<file path="src/rtl/sdram_frame_writer.sv">
// sdram_frame_writer
// Converts a camera-style pixel stream (FVAL/LVAL/DVAL) into write strobes
// for one write port of the SDRAM controller. Each frame is preceded by a
// load/clear pulse so it starts at the programmed base address with an
// empty FIFO. Pixels outside the active window are dropped. A sticky flag
// records pixels lost to a full FIFO.
//
// Build option: define SFW_TEST_PATTERN_EN to replace pixel data with
// {y[7:0], x[7:0]} of each written pixel (iDATA ignored).
//
// state    | meaning
// ---------+--------------------------------------------------------------
// IDLE     | capture disabled, waiting for iSTART
// WAIT_VB  | armed; waiting for vertical blank (registered FVAL low)
// LOAD     | oWR_LOAD held high for LOAD_CYCLES cycles
// WAIT_SOF | waiting for registered FVAL rising edge
// ACTIVE   | frame in progress; qualified pixels are written

module sdram_frame_writer #(
  parameter int H_ACTIVE    = 640,
  parameter int V_ACTIVE    = 480,
  parameter int LOAD_CYCLES = 4,
  parameter int DSIZE       = 16
) (
  input  logic             CLK,
  input  logic             RESET_N,
  input  logic             iSTART,
  input  logic             iFVAL,
  input  logic             iLVAL,
  input  logic             iDVAL,
  input  logic [DSIZE-1:0] iDATA,
  input  logic             iFIFO_FULL,
  output logic             oWR,
  output logic [DSIZE-1:0] oWR_DATA,
  output logic             oWR_LOAD,
  output logic [10:0]      oX_CNT,
  output logic [10:0]      oY_CNT,
  output logic [15:0]      oFRAME_CNT,
  output logic             oOVERFLOW,
  output logic             oBUSY
);

  localparam logic [2:0] S_IDLE     = 3'd0;
  localparam logic [2:0] S_WAIT_VB  = 3'd1;
  localparam logic [2:0] S_LOAD     = 3'd2;
  localparam logic [2:0] S_WAIT_SOF = 3'd3;
  localparam logic [2:0] S_ACTIVE   = 3'd4;

  localparam logic [10:0] X_LIM     = 11'(H_ACTIVE);
  localparam logic [10:0] Y_LIM     = 11'(V_ACTIVE);
  localparam logic [10:0] CNT_MAX   = 11'd2047;
  localparam logic [3:0]  LOAD_INIT = 4'(LOAD_CYCLES - 1);

  logic [2:0]       state;
  logic [3:0]       load_cnt;
  logic             fval_r, lval_r, dval_r;
  logic             fval_p, lval_p;
  logic [DSIZE-1:0] data_r;

  logic             fval_rise, fval_fall, lval_fall;
  logic             enter_load;
  logic             qualify, wr_req, wr_ok;
  logic [DSIZE-1:0] wr_data_next;

  assign fval_rise = fval_r & ~fval_p;
  assign fval_fall = ~fval_r & fval_p;
  assign lval_fall = ~lval_r & lval_p;

  // LOAD is entered from vertical blank while armed, or straight from the end
  // of a frame when capture is still enabled.
  assign enter_load = ((state == S_WAIT_VB) && !fval_r) ||
                      ((state == S_ACTIVE) && fval_fall && iSTART);

  assign qualify = (state == S_ACTIVE) && fval_r && lval_r && dval_r;
  assign wr_req  = qualify && (oX_CNT < X_LIM) && (oY_CNT < Y_LIM);
  assign wr_ok   = wr_req && !iFIFO_FULL;

`ifdef SFW_TEST_PATTERN_EN
  logic [15:0] pattern;
  assign pattern      = {oY_CNT[7:0], oX_CNT[7:0]};
  assign wr_data_next = DSIZE'(pattern);
`else
  assign wr_data_next = data_r;
`endif

  assign oWR_LOAD = (state == S_LOAD);
  assign oBUSY    = (state != S_IDLE);

  // Input register plus one-cycle history for edge detection.
  always_ff @(posedge CLK or negedge RESET_N) begin
    if (!RESET_N) begin
      fval_r <= 1'b0;
      lval_r <= 1'b0;
      dval_r <= 1'b0;
      data_r <= '0;
      fval_p <= 1'b0;
      lval_p <= 1'b0;
    end else begin
      fval_r <= iFVAL;
      lval_r <= iLVAL;
      dval_r <= iDVAL;
      data_r <= iDATA;
      fval_p <= fval_r;
      lval_p <= lval_r;
    end
  end

  // Frame sequencing FSM, load-pulse down-counter and frame counter.
  always_ff @(posedge CLK or negedge RESET_N) begin
    if (!RESET_N) begin
      state      <= S_IDLE;
      load_cnt   <= '0;
      oFRAME_CNT <= '0;
    end else begin
      if (enter_load)
        load_cnt <= LOAD_INIT;
      else if (state == S_LOAD && load_cnt != 4'd0)
        load_cnt <= load_cnt - 4'd1;

      case (state)
        S_IDLE:     if (iSTART) state <= S_WAIT_VB;
        S_WAIT_VB:  if (enter_load) state <= S_LOAD;
        S_LOAD:     if (load_cnt == 4'd0) state <= S_WAIT_SOF;
        S_WAIT_SOF: if (fval_rise) state <= S_ACTIVE;
        S_ACTIVE: begin
          if (fval_fall) begin
            oFRAME_CNT <= oFRAME_CNT + 16'd1;
            state      <= iSTART ? S_LOAD : S_IDLE;
          end
        end
        default:    state <= S_IDLE;
      endcase
    end
  end

  // Pixel/line position counters, saturating at 2047; cleared on LOAD entry.
  always_ff @(posedge CLK or negedge RESET_N) begin
    if (!RESET_N) begin
      oX_CNT <= '0;
      oY_CNT <= '0;
    end else if (enter_load) begin
      oX_CNT <= '0;
      oY_CNT <= '0;
    end else if (lval_fall) begin
      oX_CNT <= '0;
      if (oX_CNT != 11'd0 && oY_CNT != CNT_MAX)
        oY_CNT <= oY_CNT + 11'd1;
    end else if (qualify && oX_CNT != CNT_MAX) begin
      oX_CNT <= oX_CNT + 11'd1;
    end
  end

  // Write strobe/data register and sticky overflow flag.
  always_ff @(posedge CLK or negedge RESET_N) begin
    if (!RESET_N) begin
      oWR       <= 1'b0;
      oWR_DATA  <= '0;
      oOVERFLOW <= 1'b0;
    end else begin
      oWR <= wr_ok;
      if (wr_ok)
        oWR_DATA <= wr_data_next;
      if (enter_load)
        oOVERFLOW <= 1'b0;
      else if (wr_req && iFIFO_FULL)
        oOVERFLOW <= 1'b1;
    end
  end

endmodule
</file>
<file path="config.mk">
export PLATFORM = sky130hd
export DESIGN_NAME = sdram_frame_writer
export DESIGN_NICKNAME = d
export VERILOG_FILES = /design/src/rtl/sdram_frame_writer.sv
export SDC_FILE = /design/constraint.sdc
export NUM_CORES = 1
export LEC_CHECK = 0
export ABC_AREA = 1
export BUFFER_PORTS_ARGS = -buffer_cell sky130_fd_sc_hd__buf_4
export CORE_MARGIN = 2
export CORE_UTILIZATION = 59
export DETAILED_ROUTE_END_ITERATION = 8
export PLACE_DENSITY = 0.85
export SLEW_MARGIN = 40
export SYNTH_ARGS = -nofsm -noshare
export SYNTH_HDL_FRONTEND = slang
export SYNTH_SLANG_ARGS = --single-unit
</file>
<file path="constraint.sdc">
create_clock -name CLK -period 2.3 [get_ports CLK]
set_clock_uncertainty 0.05 [all_clocks]
set_input_delay 0.46 -clock CLK [delete_from_list [all_inputs] [get_ports CLK]]
set_output_delay 0.46 -clock CLK [all_outputs]
set_load 0.02 [all_outputs]
</file>
==> impl_metrics.py, run 1 <==
metrics = {
    "yosys": {
        "yosysTopAreaCell": "dfrtp_1",
        "yosys.cell_types.count": 30,
        "synth_cells": 512,
        "ys_ff_latch": 84,
        "netlist.area_leader.share": 0.515,
        "syn_nets": 541,
        "yosys_warnings": 0,
        "ys_seq_area_frac": 0.515,
        "ys_top_cells_by_area": "dfrtp_1 (52%), nand2_1 (18%), nand3_1 (5.8%)",
        "synth_area_sq_um": 4080,
        "syn_avg_cell_area_sq_um": 7.97,
    },
    "grt": {
        "antenna_found_initial": 0,
        "grt_overflow": 0,
        "grt_pass1_wl_um": 14900,
        "grt_max_degree": 41,
        "grt_usage": 0.251,
        "grt_pass1_vias": 3389,
    },
    "worst_setup_path": {
        "cp-start-kind": "flip-flop",
        "critPathArrivalTime_ns": 1.37,
        "cp.required_ns": 1.79,
        "setup.worst_path.end": "oWR_LOAD",
        "end_kind": "primary output",
        "setup.worst_path.start": "state[0]$_DFFE_PN0P_",
        "critPathKind": "reg2out",
        "r2r_slack_ns": 0.53,
        "crit_fanout": 4,
        "rr_worst_depth": 8,
        "regToRegEndpoint": "oY_CNT[6]$_DFFE_PN0P_",
        "r2r_start": "oY_CNT[0]$_DFFE_PN0P_",
    },
    "detailed_routing": {
        "initialDrtViolationCount": 193,
        "dr.pass1.iters": 6,
        "drc": 0,
        "wl_per_cell_um": 13.3,
        "via_per_inst": 5.22,
        "drt.antenna.violating_nets": 0,
        "drt-total-wl_um": 9100,
        "vias": 3581,
    },
    "power_and_ir_drop": {
        "irDropWorstVdd_v": 0.000647,
        "p_int_mw": 2.69,
        "p_leak_nw": 2.75,
        "comb_power_share": 0.260,
        "clockPowerShare": 0.293,
        "switching_share": 0.342,
        "p_switching_mw": 1.40,
        "power_density_nw_per_um2": 816,
        "seq_power_share": 0.447,
    },
    "sta": {
        "finalCritPeriodShare": 0.816,
        "hold_viol_final": 0,
        "setup_viol": 0,
        "min_period_ns": 1.88,
        "relSlewSlack": 0.670,
        "rsz0062_at_grt": "false",
        "setup_tns_ns": 0,
        "max_freq_mhz": 533,
        "worstMarginPinSlew_ns": 0.495,
        "slew_viol_final": 0,
    },
    "placement": {
        "placed_cell_area_sq_um": 4780,
        "gp_congestion": 0.889,
        "dpl.hpwl_um": 6600,
        "dp_cells": 670,
        "port_buffers": 80,
    },
    "floorplan": {
        "start_util": 0.604,
        "dieWidth_um": 87.2,
        "io_pins": 81,
        "fp-row-count": 30,
        "die-area_sq_um": 7600,
        "die_h_um": 87.2,
        "core_sq_um": 6760,
    },
    "finish": {
        "diodes": 0,
        "fillers": 511,
        "finish.utilization": 0.741,
        "drive_above_1_share": 0.200,
        "finalNonFillerCells": 686,
        "syn2layout_area_growth_pct": 22.7,
        "final_area_sq_um": 5010,
        "layout.nets": 630,
    },
    "clocking": {
        "cts_tree": "yes",
        "cts_resized": 0,
        "cts_max_level": 3,
        "path_clk_slew_ns": 0.09,
        "hold_buffers": 0,
        "cts_setup_buffers": 0,
        "clk-insertion-delay-late_ns": 0.35,
        "numCtsBuffers": 9,
        "clockBufferDepth": 2,
        "clock-root-buffer": "clkbuf_8",
        "cts.sinks": 84,
    },
    "flow_run": {
        "cap_violations": 0,
    },
    "worst_hold_path": {
        "hp-class": "in2async",
    },
    "outcome": {
        "status": "finished clean",
    },
}
==> synth_stat cells (all sizes together) <==
library cell	count
nand2	203
dfrtp	84
nor2	59
inv	57
nand3	49
nand4	11
o21ai	9
xor2	8
ha	6
a21oi	5
buf	5
xnor2	5
nand3b	3
clkbuf	2
nor3	2
a21o	1
a31oi	1
and2	1
o211ai	1
==> area by class of cell <==
cell class | instances | area, sq um | share of cell area
flip-flops and latches | 84 | 2100 | 0.420
multi-input cells | 364 | 1710 | 0.342
repair buffers | 85 | 651 | 0.130
inverters | 57 | 216 | 0.0432
clock buffers | 9 | 124 | 0.0247
clock inverters | 7 | 104 | 0.0207
well taps | 80 | 100 | 0.0200
==> per-stage QoR <==
step / worst slack (ns) / hold slack (ns) / power [mW]
finish: 0.422 / 0.0101 / 4.09
global route: 0.263 / 0.0519 / 4.32
CTS: 0.405 / 0.0168 / 4.12
detailed placement: 0.540 / 0.371 / 2.92
global placement: 0.596 / 0.359 / 2.87
floorplan: 0.703 / 0.114 / 2.50
==> cells in the final DEF (no fill, tap or decap), drive strengths merged <==
cell type and count:
nand2 203, buf 85, dfrtp 84, inv 60, nor2 59, nand3 49
nand4 11, o21ai 9, clkbuf 9, xor2 8, ha 6, a21oi 5
xnor2 5, nand3b 3, nor3 2, clkinv 2, bufinv 2, o211ai 1
a21o 1, a31oi 1, and2 1
==> cell families after synthesis <==
logic type	Yosys count	synth area share
AND/OR/NAND/NOR	328	0.351
flip-flops	84	0.515
buffers and inverters	64	0.0653
AO/OA/AOI/OAI	17	0.0224
XOR/XNOR	13	0.0279
adder cells (fa/ha/maj)	6	0.0184
==> layer usage <==
layer	wire, um	global-route usage	part of all wire
met1	3910	0.310	0.43
met2	4560	0.432	0.50
met3	455	0.0417	0.050
met4	176	0.113	0.019
met5	0	0	0
==> power by group through the flow <==
stage	registers (mW)	logic [mW]	clock network (mW)
2_1_floorplan	1.95	0.553	0
3_3_place_gp	1.84	1.02	0
3_5_place_dp	1.86	1.07	0
4_1_cts	1.83	1.07	1.22
5_1_grt	1.86	1.19	1.28
6_report	1.83	1.06	1.20
==> worst min path at each step <==
stage / startpoint / to / slack, ns / cells past startpoint
finish: RESET_N / data_r[4]$_DFF_PN0_ / 0.01 / 1
global route: RESET_N / data_r[4]$_DFF_PN0_ / 0.05 / 1
CTS: RESET_N / data_r[6]$_DFF_PN0_ / 0.02 / 1
detailed placement: lval_r$_DFF_PN0_ / lval_p$_DFF_PN0_ / 0.37 / 0
global placement: lval_r$_DFF_PN0_ / lval_p$_DFF_PN0_ / 0.36 / 0
floorplan: RESET_N / data_r[0]$_DFF_PN0_ / 0.11 / 0
==> flip-flops by register name, summed over array words and instances, names as in the netlist <==
name and cells:
oFRAME_CNT 16, lval_p 1, load_cnt 4, oWR 1
oY_CNT 11, oOVERFLOW 1, fval_r 1, oX_CNT 11
dval_r 1, data_r 16, oWR_DATA 16, state 3
lval_r 1, fval_p 1
==> critical path, stage by stage (launching register included) <==
cell,delay [ns]
dfrtp_1,0.44
nor2_1,0.24
nand2_1,0.10
inv_1,0.09
buf_4,0.14
Note: power is estimated with default switching activity, not from simulation.
==> run 2, diff against run 1 <==
--- a/config.mk
+++ b/config.mk
@@ -8,9 +8,9 @@
 export ABC_AREA = 1
 export BUFFER_PORTS_ARGS = -buffer_cell sky130_fd_sc_hd__buf_4
 export CORE_MARGIN = 2
-export CORE_UTILIZATION = 59
+export CORE_UTILIZATION = 55
 export DETAILED_ROUTE_END_ITERATION = 8
-export PLACE_DENSITY = 0.85
+export PLACE_DENSITY = 0.8
 export SLEW_MARGIN = 40
 export SYNTH_ARGS = -nofsm -noshare
 export SYNTH_HDL_FRONTEND = slang
==> constraint.sdc (replaced) <==
create_clock -name CLK -period 1.8 [get_ports CLK]
set_clock_uncertainty 0.05 [all_clocks]
set_input_delay 0.36 -clock CLK [delete_from_list [all_inputs] [get_ports CLK]]
set_output_delay 0.36 -clock CLK [all_outputs]
set_load 0.02 [all_outputs]
==> run 2 against run 1 <==
Worst setup slack lost 0.33 ns; sequential share of layout area shrank 0.53 points; critical path depth is the same; non-clock buffer count grew 7; core utilization shrank 3.7 points; final cell count grew 3.8%; power grew 25%; clock power grew 12%.
==> impl_metrics.py, run 2 (synthesized netlist as in run 1, its figures left out) <==
metrics = {
    "outcome": {
        "status": "finished clean",
    },
    "clocking": {
        "cts_max_level": 3,
        "clk-insertion-delay-late_ns": 0.35,
        "cts.sinks": 84,
        "cts_setup_buffers": 0,
        "clock-root-buffer": "clkbuf_8",
        "numCtsBuffers": 9,
        "cts_tree": "yes",
        "clockBufferDepth": 2,
        "path_clk_slew_ns": 0.09,
    },
    "worst_setup_path": {
        "cp-start-kind": "flip-flop",
        "critPathArrivalTime_ns": 1.30,
        "end_kind": "primary output",
        "r2r_slack_ns": 0.15,
        "crit_fanout": 4,
        "cp.required_ns": 1.39,
        "critPathKind": "reg2out",
    },
    "sta": {
        "min_period_ns": 1.71,
        "fin_hold_ws_ns": 0.0594,
        "setup_tns_ns": 0,
        "setup_viol": 0,
        "hold_viol_final": 0,
        "slew_viol_final": 0,
        "finalCritPeriodShare": 0.948,
        "max_freq_mhz": 586,
        "worstMarginPinSlew_ns": 0.426,
        "relSlewSlack": 0.716,
        "rsz0062_at_grt": "false",
    },
    "power_and_ir_drop": {
        "clockPowerShare": 0.264,
        "comb_power_share": 0.283,
        "p_int_mw": 3.33,
        "p_switching_mw": 1.77,
        "p_leak_nw": 2.76,
        "switching_share": 0.347,
        "irDropWorstVdd_v": 0.000747,
        "power_density_nw_per_um2": 1000,
        "power_mw": 5.10,
        "seq_power_share": 0.454,
    },
    "detailed_routing": {
        "wl_per_cell_um": 12.6,
        "vias": 3589,
        "drc": 0,
        "drt.antenna.violating_nets": 0,
        "initialDrtViolationCount": 216,
        "dr.pass1.iters": 4,
        "via_per_inst": 5.04,
        "drt-total-wl_um": 8980,
    },
    "placement": {
        "port_buffers": 80,
        "dpl.hpwl_um": 6610,
        "gp_congestion": 0.893,
    },
    "floorplan": {
        "io_pins": 81,
        "core_sq_um": 7210,
        "fp-row-count": 31,
        "start_util": 0.566,
        "die_h_um": 90.1,
        "die-area_sq_um": 8130,
        "dieWidth_um": 90.1,
    },
    "finish": {
        "layout_common_cells": "nand2_1 (192), buf_4 (90), dfrtp_1 (82)",
        "diodes": 0,
        "reg.largest.list": "data_r (16), oFRAME_CNT (16), oWR_DATA (16)",
        "syn2layout_area_growth_pct": 24.5,
        "drive_above_1_share": 0.217,
        "layout.nets": 637,
        "layout_commonest_cell": "nand2_1",
    },
    "grt": {
        "grt_usage": 0.234,
        "antenna_found_initial": 0,
        "grt_pass1_vias": 3463,
        "grt_pass1_wl_um": 15600,
        "grt_max_degree": 34,
        "grt_overflow": 0,
    },
    "worst_hold_path": {
        "hp-class": "in2reg",
    },
    "flow_run": {
        "cap_violations": 0,
    },
}
[run 2: cell types whose count changed in the layout (fill, tap and decap cells not counted), moves of 2 or more]
cell,change
clkinv_4,-2
clkinvlp_4,+3
dfrtp_1,-2
dfrtp_2,+2
buf_4,+6
[run 2: worst paths after layout]
path                                              end                 start  cells after the start
worst min register to register       lval_p$_DFF_PN0_      lval_r$_DFF_PN0_                      0
worst min-delay path              data_r[9]$_DFF_PN0_              iDATA[9]                      1
min in group asynchronous       oX_CNT[9]$_DFFE_PN0P_               RESET_N                      2
max in group asynchronous       oX_CNT[1]$_DFFE_PN0P_               RESET_N                      3
worst max-delay path                         oWR_LOAD  state[0]$_DFFE_PN0P_                      4
worst max register to register  oY_CNT[9]$_DFFE_PN0P_  state[2]$_DFFE_PN0P_                      9
[run 2: cell type report]
type / instances / area, sq um
Inverter: 57 / 216
Sequential cell: 84 / 2100
Clock inverter: 7 / 75.1
Multi-Input combinational cell: 364 / 1730
Tap cell: 99 / 124
Clock buffer: 9 / 124
Fill cell: 585 / 2130
Timing Repair Buffer: 92 / 706
[run 2: routing by layer]
| layer | up-vias | wire (um) | GRT usage |
|---|---|---|---|
| li1 | 1786 | - | - |
| met2 | 97 | 4450 | 0.395 |
| met1 | 1695 | 3940 | 0.295 |
| met4 | 0 | 102 | 0.0718 |
| met3 | 11 | 488 | 0.0620 |
| met5 | - | 0 | 0 |
[run 2: timing repair]
action                     4_1_cts  5_1_grt
setup endpoints to repair        0       14
hold endpoints to repair        27        0
resized for setup                0        7
hold buffers                     1        0
[run 2: power groups by stage]
| stage | clock, mW | combinational, mW | sequential (mW) |
|---|---|---|---|
| 3_5_place_dp | 0 | 1.43 | 2.34 |
| 5_1_grt | 1.47 | 1.60 | 2.34 |
| 6_report | 1.34 | 1.44 | 2.31 |
| 2_1_floorplan | 0 | 0.706 | 2.49 |
| 3_3_place_gp | 0 | 1.38 | 2.32 |
| 4_1_cts | 1.38 | 1.44 | 2.30 |
[run 2: through the flow]
stage,utilization,cells,worst slack [ns],instance area [sq um]
finish,0.704,712,0.0943,5080
detailed placement,0.672,695,0.134,4850
global placement,0.672,695,0.200,4850
CTS,0.701,712,0.0137,5060
floorplan,-,512,0.203,4080
global route,0.704,712,0.00265,5080
[run 2: worst max-delay path, cell delays in order (launching register included)]
cell and delay, ns:
dfrtp_1 0.47, nor2_4 0.18, nand2_1 0.08, inv_1 0.08
buf_4 0.14
==> run 3, diff against run 2 <==
--- a/config.mk
+++ b/config.mk
@@ -8,9 +8,9 @@
 export ABC_AREA = 1
 export BUFFER_PORTS_ARGS = -buffer_cell sky130_fd_sc_hd__buf_4
 export CORE_MARGIN = 2
-export CORE_UTILIZATION = 55
+export CORE_UTILIZATION = 59
 export DETAILED_ROUTE_END_ITERATION = 8
-export PLACE_DENSITY = 0.8
+export PLACE_DENSITY = 0.85
 export SLEW_MARGIN = 40
 export SYNTH_ARGS = -nofsm -noshare
 export SYNTH_HDL_FRONTEND = slang
==> constraint.sdc (replaced) <==
create_clock -name CLK -period 2.2 [get_ports CLK]
set_clock_uncertainty 0.05 [all_clocks]
set_input_delay 0.44 -clock CLK [delete_from_list [all_inputs] [get_ports CLK]]
set_output_delay 0.44 -clock CLK [all_outputs]
set_load 0.02 [all_outputs]
==> run 3 against run 2 <==
Final cell count fell by 3.5%; worst hold slack improved by 0.069 ns; non-clock buffer count decreased by 6; sequential cell count did not move; sequential share of layout area is 0.62 points higher; global-route usage rose by 3.0 points; via count up 3.1%; power decreased by 18%; worst setup slack better by 0.14 ns; critical path type is now reg2reg; critical endpoint is now oY_CNT[7]$_DFFE_PN0P_; largest power group unchanged.
==> impl_metrics.py, run 3 (synthesized netlist as in run 1, its figures left out) <==
metrics = {
    "worst_setup_path": {
        "r2r_start": "oY_CNT[0]$_DFFE_PN0P_",
        "cpPeakStageDelay_ns": 0.54,
        "crit_buf_inv": 0,
        "slowest_stage": "dfrtp_1",
        "cp_num_cells": 8,
        "r2r_slack_ns": 0.23,
        "cp-start-kind": "flip-flop",
        "rr_worst_depth": 8,
        "critPathArrivalTime_ns": 2.17,
        "critPathKind": "reg2reg",
        "cpLargestDelayFamily": "simple AND/OR/NAND/NOR gates",
        "regToRegEndpoint": "oY_CNT[7]$_DFFE_PN0P_",
        "end_kind": "flip-flop",
        "cp.required_ns": 2.40,
        "worstPathCellList": "ha_1 > nand3_1 > nor2_1 > nand3_1 > nand3_1 > nand2_1 > nand2_1 > nand2_1",
        "crit_fanout": 10,
    },
    "clocking": {
        "cts_max_level": 3,
        "numCtsBuffers": 9,
        "clk-insertion-delay-late_ns": 0.36,
        "clock-root-buffer": "clkbuf_8",
        "cts_resized": 0,
        "cts_tree": "yes",
        "clockBufferDepth": 2,
        "cts_setup_buffers": 0,
        "cts.sinks": 84,
        "path_clk_slew_ns": 0.09,
    },
    "finish": {
        "layout_common_cells": "nand2_1 (193), dfrtp_1 (84), buf_4 (84)",
        "syn2layout_area_growth_pct": 22.5,
        "final_area_sq_um": 5000,
        "layout.nets": 631,
        "finalNonFillerCells": 687,
        "diodes": 0,
        "finish.utilization": 0.740,
        "fillers": 486,
        "layout_commonest_cell": "nand2_1",
        "reg.largest.list": "data_r (16), oFRAME_CNT (16), oWR_DATA (16)",
        "drive_above_1_share": 0.199,
    },
    "sta": {
        "slew_viol_final": 0,
        "min_period_ns": 1.97,
        "finalCritPeriodShare": 0.895,
        "relSlewSlack": 0.690,
        "max_freq_mhz": 508,
        "rsz0062_at_grt": "false",
        "hold_viol_final": 0,
        "fin_ws_ns": 0.231,
        "worstMarginPinSlew_ns": 0.465,
        "setup_viol": 0,
        "setup_tns_ns": 0,
    },
    "grt": {
        "grt_pass1_vias": 3465,
        "grt_overflow": 0,
        "antenna_found_initial": 0,
        "grt_pass1_wl_um": 15800,
        "grt_max_degree": 36,
        "grt_usage": 0.263,
    },
    "detailed_routing": {
        "via_per_inst": 5.39,
        "drt.antenna.violating_nets": 0,
        "dr.pass1.iters": 6,
        "wl_per_cell_um": 14.0,
        "drc": 0,
        "drt-total-wl_um": 9590,
        "vias": 3702,
        "initialDrtViolationCount": 393,
    },
    "floorplan": {
        "die_h_um": 87.2,
        "fp-row-count": 30,
        "io_pins": 81,
        "die-area_sq_um": 7600,
        "core_sq_um": 6760,
        "dieWidth_um": 87.2,
        "start_util": 0.604,
    },
    "placement": {
        "port_buffers": 80,
        "dpl.hpwl_um": 6630,
        "gp_congestion": 0.891,
        "placed_cell_area_sq_um": 4780,
        "dp_slack_ns": 0.356,
        "dp_cells": 670,
    },
    "worst_hold_path": {
        "min_path_cells": 1,
        "hp-class": "in2reg",
        "hold_start": "iDATA[13]",
        "hold-path-endpoint": "data_r[13]$_DFF_PN0_",
    },
    "outcome": {
        "status": "finished clean",
    },
    "power_and_ir_drop": {
        "p_leak_nw": 2.74,
        "power_density_nw_per_um2": 841,
        "irDropWorstVdd_v": 0.000629,
    },
    "flow_run": {
        "cap_violations": 0,
    },
}
## run 3: stage by stage
step                hold WS, ns  power [mW]
finish                    0.128        4.20
global route              0.104        4.42
CTS                       0.122        4.22
detailed placement        0.361        3.06
global placement          0.357        3.00
floorplan                0.0944        2.61
## run 3: power breakdown
part	switching, mW	internal (mW)
Clock	0.607	0.542
Sequential	0.179	1.74
Combinational	0.713	0.426
## run 3: timing repair
action                     in CTS  in global routing
setup endpoints to repair       0                  0
hold buffers                    1                  0
hold endpoints to repair       33                  0
## run 3: worst max path at each step
stage                                     start               endpoint
after floorplan           oX_CNT[1]$_DFFE_PN0P_  oX_CNT[3]$_DFFE_PN0P_
after global placement    oY_CNT[0]$_DFFE_PN0P_  oY_CNT[5]$_DFFE_PN0P_
after detailed placement  oY_CNT[0]$_DFFE_PN0P_  oY_CNT[8]$_DFFE_PN0P_
after CTS                 oY_CNT[0]$_DFFE_PN0P_  oY_CNT[8]$_DFFE_PN0P_
after global routing      oY_CNT[0]$_DFFE_PN0P_  oY_CNT[5]$_DFFE_PN0P_
final                     oY_CNT[0]$_DFFE_PN0P_  oY_CNT[7]$_DFFE_PN0P_
## run 3: metal layers
metal	vias to the layer above	track usage	wire length [um]
met1	1749	0.341	3840
li1	1777	-	-
met5	-	0	0
met4	0	0.0839	151
met2	160	0.437	4890
met3	16	0.0664	712
## run 3: layout make-up
type	count	area, sq um	share of cell area
inverters	57	216	0.0433
repair buffers	86	661	0.132
clock inverters	7	82.6	0.0165
flip-flops and latches	84	2100	0.421
well taps	80	100	0.0200
multi-input cells	364	1710	0.343
clock buffers	9	124	0.0248
